==> src/rtl/accel_pkg.sv <==
// Shared types and constants for the modular-arithmetic accelerator command driver.
package accel_pkg;

  typedef enum logic [2:0] {
    OP_ADD    = 3'b000,
    OP_SUB    = 3'b001,
    OP_MOD    = 3'b010,
    OP_RSETUP = 3'b011,
    OP_MULT   = 3'b100,
    OP_EXP    = 3'b101
  } op_t;

  localparam logic [2:0] REG_A      = 3'd0;
  localparam logic [2:0] REG_B      = 3'd1;
  localparam logic [2:0] REG_MOD    = 3'd2;
  localparam logic [2:0] REG_CTRL   = 3'd3;
  localparam logic [2:0] REG_STATUS = 3'd4;
  localparam logic [2:0] REG_RESULT = 3'd5;

  localparam int ST_BUSY    = 0;
  localparam int ST_DONE    = 1;
  localparam int ST_RVALID  = 2;
  localparam int ST_ERR     = 3;
  localparam int ST_TIMEOUT = 4;

  localparam int GO_BIT = 8;

  typedef enum logic [2:0] {
    IDLE,
    CHECK,
    RS_START,
    RS_WAIT,
    OP_START,
    OP_WAIT,
    DONE
  } drv_state_t;

  // Montgomery-style ops need the R constant loaded for the current modulus.
  function automatic logic needs_rsetup(input logic [2:0] op);
    return (op == OP_MULT) || (op == OP_EXP);
  endfunction

endpackage

==> src/rtl/accel_wait_timer.sv <==
// Wait-state timer: settle window after each start pulse, plus an optional
// wait-state limit compiled in with ACCEL_TIMEOUT_EN.
module accel_wait_timer #(
  parameter int SETTLE_CYCLES  = 2,
  parameter int TIMEOUT_CYCLES = 4096
) (
  input  logic clk,
  input  logic reset,
  input  logic load,
  input  logic run,
  output logic settle_done,
  output logic timeout
);

  localparam int SW = $clog2(SETTLE_CYCLES + 2);

  logic [SW-1:0] settle_q;

  // NOTE: sequential state uses non-blocking assignments so every flop samples pre-edge values.
  always_ff @(posedge clk) begin
    if (reset) begin
      settle_q <= '0;
    end else if (load) begin
      settle_q <= SW'(SETTLE_CYCLES);
    end else if (run && (settle_q != '0)) begin
      settle_q <= settle_q - SW'(1);
    end
  end

  assign settle_done = (settle_q == '0);

`ifdef ACCEL_TIMEOUT_EN
  localparam int TW = $clog2(TIMEOUT_CYCLES + 1);

  logic [TW-1:0] limit_q;

  // Loaded with limit-1 so the flag rises in the TIMEOUT_CYCLES-th wait cycle.
  always_ff @(posedge clk) begin
    if (reset) begin
      limit_q <= '0;
    end else if (load) begin
      limit_q <= TW'(TIMEOUT_CYCLES - 1);
    end else if (run && (limit_q != '0)) begin
      limit_q <= limit_q - TW'(1);
    end
  end

  assign timeout = run && (limit_q == '0);
`else
  // Feature compiled out; the parameter stays referenced so both builds share one interface.
  assign timeout = 1'b0 & (TIMEOUT_CYCLES > 0);
`endif

endmodule

==> src/rtl/accel_cmd_driver.sv <==
// CPU register front-end that sequences operations on the modular accelerator.
// Optional wait-state timeout is enabled by defining ACCEL_TIMEOUT_EN.
module accel_cmd_driver
  import accel_pkg::*;
#(
  parameter int DATA_WIDTH     = 8,
  parameter int SETTLE_CYCLES  = 2,
  parameter int TIMEOUT_CYCLES = 4096
) (
  input  logic                  clk,
  input  logic                  reset,
  input  logic                  we,
  input  logic [2:0]            addr,
  input  logic [31:0]           wdata,
  output logic [31:0]           rdata,
  output logic [DATA_WIDTH-1:0] acc_a,
  output logic [DATA_WIDTH-1:0] acc_b,
  output logic [DATA_WIDTH-1:0] acc_modulant,
  output logic [2:0]            acc_control,
  output logic                  acc_start,
  input  logic [DATA_WIDTH-1:0] acc_result,
  input  logic                  acc_finished
);

  drv_state_t state_q, state_d;
  logic [DATA_WIDTH-1:0] a_q, b_q, mod_q, result_q;
  logic [2:0] op_q, control_q, control_d;
  logic r_valid_q, done_q, err_q, timeout_q;
  logic busy, accept, go, needs_r, finish_seen;
  logic settle_done, timeout_hit, timer_load, timer_run;
  logic unused_wdata;

  assign busy        = state_q inside {CHECK, RS_START, RS_WAIT, OP_START, OP_WAIT};
  assign accept      = we && !busy;
  assign go          = accept && (addr == REG_CTRL) && wdata[GO_BIT];
  assign needs_r     = needs_rsetup(op_q);
  assign finish_seen = acc_finished && settle_done;
  // Bus bits above the stored fields have no destination.
  assign unused_wdata = ^wdata;

  assign acc_a        = a_q;
  assign acc_b        = b_q;
  assign acc_modulant = mod_q;
  assign acc_control  = control_q;
  assign acc_start    = (state_q == RS_START) || (state_q == OP_START);

  accel_wait_timer #(
    .SETTLE_CYCLES (SETTLE_CYCLES),
    .TIMEOUT_CYCLES(TIMEOUT_CYCLES)
  ) u_timer (
    .clk        (clk),
    .reset      (reset),
    .load       (timer_load),
    .run        (timer_run),
    .settle_done(settle_done),
    .timeout    (timeout_hit)
  );

  // NOTE: every combinational output gets a default first, so no path can infer a latch.
  always_comb begin
    state_d    = state_q;
    control_d  = control_q;
    timer_load = 1'b0;
    timer_run  = 1'b0;
    unique case (state_q)
      IDLE, DONE: state_d = go ? CHECK : IDLE;
      CHECK: begin
        if (needs_r && !mod_q[0]) begin
          state_d = DONE;
        end else if (needs_r && !r_valid_q) begin
          state_d   = RS_START;
          control_d = OP_RSETUP;
        end else begin
          state_d   = OP_START;
          control_d = op_q;
        end
      end
      RS_START: begin
        timer_load = 1'b1;
        state_d    = RS_WAIT;
      end
      // control stays at R-setup through the finish cycle so the accelerator latches R.
      RS_WAIT: begin
        timer_run = 1'b1;
        if (finish_seen) begin
          state_d   = OP_START;
          control_d = op_q;
        end else if (timeout_hit) begin
          state_d = DONE;
        end
      end
      OP_START: begin
        timer_load = 1'b1;
        state_d    = OP_WAIT;
      end
      OP_WAIT: begin
        timer_run = 1'b1;
        if (finish_seen || timeout_hit) state_d = DONE;
      end
      default: state_d = IDLE;
    endcase
  end

  always_ff @(posedge clk) begin
    if (reset) begin
      state_q   <= IDLE;
      control_q <= OP_ADD;
      a_q       <= '0;
      b_q       <= '0;
      mod_q     <= '0;
      result_q  <= '0;
      op_q      <= '0;
      r_valid_q <= 1'b0;
      done_q    <= 1'b0;
      err_q     <= 1'b0;
      timeout_q <= 1'b0;
    end else begin
      state_q   <= state_d;
      control_q <= control_d;

      if (accept) begin
        case (addr)
          REG_A:    a_q  <= wdata[DATA_WIDTH-1:0];
          REG_B:    b_q  <= wdata[DATA_WIDTH-1:0];
          REG_MOD: begin
            mod_q     <= wdata[DATA_WIDTH-1:0];
            r_valid_q <= 1'b0;
          end
          REG_CTRL: op_q <= wdata[2:0];
          default: ;
        endcase
      end

      if (go) begin
        done_q    <= 1'b0;
        err_q     <= 1'b0;
        timeout_q <= 1'b0;
      end

      // Status and result update on the transition into DONE.
      unique case (state_q)
        CHECK: begin
          if (needs_r && !mod_q[0]) begin
            err_q    <= 1'b1;
            result_q <= '0;
            done_q   <= 1'b1;
          end
        end
        RS_WAIT: begin
          if (finish_seen) begin
            r_valid_q <= 1'b1;
          end else if (timeout_hit) begin
            timeout_q <= 1'b1;
            result_q  <= '0;
            done_q    <= 1'b1;
          end
        end
        OP_WAIT: begin
          if (finish_seen) begin
            result_q <= acc_result;
            done_q   <= 1'b1;
            if (op_q == OP_RSETUP) r_valid_q <= 1'b1;
          end else if (timeout_hit) begin
            timeout_q <= 1'b1;
            result_q  <= '0;
            done_q    <= 1'b1;
          end
        end
        default: ;
      endcase
    end
  end

  always_comb begin
    rdata = '0;
    case (addr)
      REG_A:      rdata[DATA_WIDTH-1:0] = a_q;
      REG_B:      rdata[DATA_WIDTH-1:0] = b_q;
      REG_MOD:    rdata[DATA_WIDTH-1:0] = mod_q;
      REG_RESULT: rdata[DATA_WIDTH-1:0] = result_q;
      REG_STATUS: begin
        rdata[ST_BUSY]    = busy;
        rdata[ST_DONE]    = done_q;
        rdata[ST_RVALID]  = r_valid_q;
        rdata[ST_ERR]     = err_q;
        rdata[ST_TIMEOUT] = timeout_q;
      end
      default: ;
    endcase
  end

endmodule

==> config.mk <==
export PLATFORM = sky130hd
export DESIGN_NAME = accel_cmd_driver
export DESIGN_NICKNAME = d
export VERILOG_FILES = /design/src/rtl/accel_pkg.sv /design/src/rtl/accel_wait_timer.sv /design/src/rtl/accel_cmd_driver.sv
export SDC_FILE = /design/constraint.sdc
export NUM_CORES = 1
export LEC_CHECK = 0
export ABC_AREA = 1
export ABC_CLOCK_PERIOD_IN_PS = 1300
export BUFFER_PORTS_ARGS = -buffer_cell sky130_fd_sc_hd__buf_2
export CAP_MARGIN = 20
export CELL_PAD_IN_SITES_DETAIL_PLACEMENT = 0
export CELL_PAD_IN_SITES_GLOBAL_PLACEMENT = 1
export CORE_ASPECT_RATIO = 1.1
export CORE_MARGIN = 2
export CORE_UTILIZATION = 29
export CTS_CLUSTER_SIZE = 8
export DETAILED_ROUTE_END_ITERATION = 8
export GPL_ROUTABILITY_DRIVEN = 0
export PLACE_DENSITY = 0.82
export SLEW_MARGIN = 20
export SYNTH_ARGS = -nofsm -noshare
export SYNTH_HDL_FRONTEND = slang
export SYNTH_SLANG_ARGS = --single-unit
==> constraint.sdc <==
create_clock -name clk -period 1.3 [get_ports clk]
set_input_delay 0.26 -clock clk [delete_from_list [all_inputs] [get_ports clk]]
set_output_delay 0.26 -clock clk [all_outputs]
set_load 0.1 [all_outputs]
==> qor.yml <==
yosys:
  synth-main-ff-cell: "dfxtp_1"
  synth_cells: 340
  async_flop_share: 0
  synth_enable_flop_cells: 0
  yosysWarnings: 0
  syn_area_um2: 2400
  syn_avg_cell_area_um2: 7.05
  ys_ff_latch: 46
  ys_types: 29
  ys_seq_area_frac: 0.384
clock_tree:
  cts_sinks: 46
  clkTransAtPathRegs_ns: 0.09
  htree_levels: 2
  root_buffer: "clkbuf_8"
  clock_latency_ns: 0.31
  cts_buffer_depth: 2
  cts_made_buffers: 5
  cts_tree: "built"
timing:
  drv_slew: 0
  timing.final.ws_setup_ns: -0.310
  whs_ns: 0.173
  finalCritPeriodShare: 1.24
  fin_crit_ns: 1.61
  setup_violations: 52
  max_clock_freq_ghz: 0.621
  rsz0062_at_grt: "true"
  clock_skew_ns: 0.00604
  finalHoldViolCount: 0
route:
  wl_per_cell_um: 14.0
  first_pass_iters: 4
  vias: 2598
  drc: 0
  first_iter_violations: 59
  wl_mm: 7.95
  routed_via_density: 4.59
  ant_nets: 0
global_routing:
  gr-usage-all-layers: 0.176
  grt_pass1_vias: 2656
  grt-ovfl-total: 0
  grt_pass1_wl_mm: 12.7
  grt_max_degree: 30
  antenna_found_initial: 0
min_path:
  hp-class: "primary input to flop"
  hold_depth: 3
  min-delay-start: "acc_result[6]"
  hold_path_end: "result_q[6]"
floorplanning:
  die_w_um: 90.7
  fp.dieArea_um2: 9010
  placementRows: 34
  core_um2: 7960
  ios: 107
  start_util: 0.301
  die_h_um: 99.3
critical_path:
  worstReg2RegStart: "state_q[2]"
  worstSetupStartpointType: "flop"
  critPathMaxFanout: 4
  worst-r2r-setup-slack_ns: -0.29
  worst_ep_required_time_ns: 1.04
  timing.rr.end: "acc_a[2]"
  cp-end-kind: "primary output"
  r2r_cells: 10
  critPathArrivalTime_ns: 1.35
  critPathKind: "flop to primary output"
layout:
  final_common_cell: "nor2_1"
  final_cells: 566
  finalNetCount: 506
  final_layout_size_suffix_gt1_frac: 0.590
  final_cell_mix: "nor2_1, buf_12, buf_4"
  diodes: 0
  syn_to_final_growth_pct: 84.8
power:
  clkPwrFrac: 0.166
  p_per_area_nw_per_um2: 1310
  p_sw_w: 0.00272
  p_leak_nw: 1.95
  p_int_w: 0.00309
  sequentialPowerShare: 0.300
  swShare: 0.468
  fin_total_pwr_w: 0.00581
  max-vdd-ir-drop_v: 0.000734
  pwr-share-comb: 0.534
placement:
  port_buffers: 59
  dp.cells: 538
  dpl.hpwl_mm: 5.53
outcome:
  violations: "negative setup slack"
  outcome: "finished with violations"
job:
  cap_violations: 0
==> kinds of logic after synthesis <==
group | synth area share
other cells | 0.00157
simple gates | 0.286
compound gates | 0.169
fa+ha+maj | 0.0104
flops | 0.384
buf+inv | 0.149
==> worst max-delay path by stage <==
stage,from,cells past startpoint,slack (ns),to
2_1_floorplan,addr[2],5,-0.49,rdata[1]
3_3_place_gp,addr[0],8,-0.38,rdata[3]
3_5_place_dp,addr[0],8,-0.43,rdata[3]
4_1_cts,state_q[2],6,-0.31,rdata[0]
5_1_grt,state_q[2],10,-0.37,acc_a[2]
6_report,state_q[2],6,-0.31,rdata[0]
==> Yosys cell counts (2+ instances only) <==
| library cell | number | share of area |
|---|---|---|
| a221oi_1 | 2 | 0.0073 |
| nand4_1 | 5 | 0.013 |
| dfxtp_1 | 46 | 0.38 |
| a21oi_1 | 26 | 0.054 |
| clkbuf_1 | 4 | 0.0063 |
| o21ai_0 | 37 | 0.077 |
| o21ai_1 | 3 | 0.0063 |
| ha_1 | 2 | 0.010 |
| nor3_4 | 2 | 0.014 |
| o211ai_1 | 2 | 0.0063 |
| o21ai_2 | 2 | 0.0073 |
| nor2_4 | 5 | 0.023 |
| inv_1 | 25 | 0.039 |
| nand3b_1 | 2 | 0.0063 |
| nor2_1 | 62 | 0.097 |
| nand3_1 | 10 | 0.021 |
| nand2_1 | 57 | 0.089 |
| nand2_2 | 5 | 0.013 |
| buf_6 | 3 | 0.014 |
| buf_4 | 24 | 0.075 |
| inv_2 | 8 | 0.013 |
==> per-layer routing <==
layer / vias up / global-route usage / share of wire
met4: 0 / 0.0627 / 0.025
met3: 20 / 0.0439 / 0.050
met1: 1209 / 0.193 / 0.37
met2: 75 / 0.328 / 0.55
met5: - / 0 / 0
li1: 1294 / - / -
==> power by group through the flow <==
stage	registers (W)	logic (W)	clock network, W
6_report	0.00174	0.00310	0.000963
5_1_grt	0.00176	0.00326	0.00104
4_1_cts	0.00172	0.00283	0.000986
3_5_place_dp	0.00174	0.00254	0
3_3_place_gp	0.00173	0.00252	0
2_1_floorplan	0.00224	0.00122	0
==> worst max-delay path, cell delays in order, from the launching register on <==
cell	delay, ns
dfxtp_4	0.41
inv_4	0.06
nand2_4	0.07
nand3_4	0.09
nand3_4	0.08
o2111ai_4	0.13
buf_12	0.20
==> registers in the layout, summed over array words and instances, names as in the netlist <==
name	cells
acc_b	8
r_valid_q	1
acc_control	3
result_q	8
op_q	3
acc_modulant	8
u_timer.settle_q	2
err_q	1
acc_a	8
state_q	3
done_q	1
==> stage by stage <==
stage                     instance area (um2)  setup slack, ns  setup TNS, ns   util
after detailed placement                 3650           -0.430          -5.90  0.459
after CTS                                4200           -0.311          -8.75  0.528
after floorplan                          2610           -0.495          -3.29      -
after global routing                     4430           -0.374         -13.85  0.557
final                                    4430           -0.310         -10.13  0.557
after global placement                   3650           -0.381          -4.77  0.459
==> cell type report <==
type | count | area [um2]
Fill cell | 695 | 3530
Multi-Input combinational cell | 252 | 1620
Timing Repair Buffer | 117 | 1420
Sequential cell | 46 | 988
Inverter | 34 | 159
Tap cell | 108 | 135
Clock buffer | 5 | 68.8
Clock inverter | 3 | 27.5
Timing Repair inverter | 1 | 7.51
==> what timing repair did <==
| item | CTS | global route |
|---|---|---|
| hold buffers | 0 | 0 |
| buffers inserted | 15 | 5 |
| cloned | 1 | 0 |
| pin swaps | 32 | 49 |
| gates resized for setup | 109 | 64 |
| endpoints found under the setup margin | 52 | 55 |
Power figures use the tool's default switching activity.
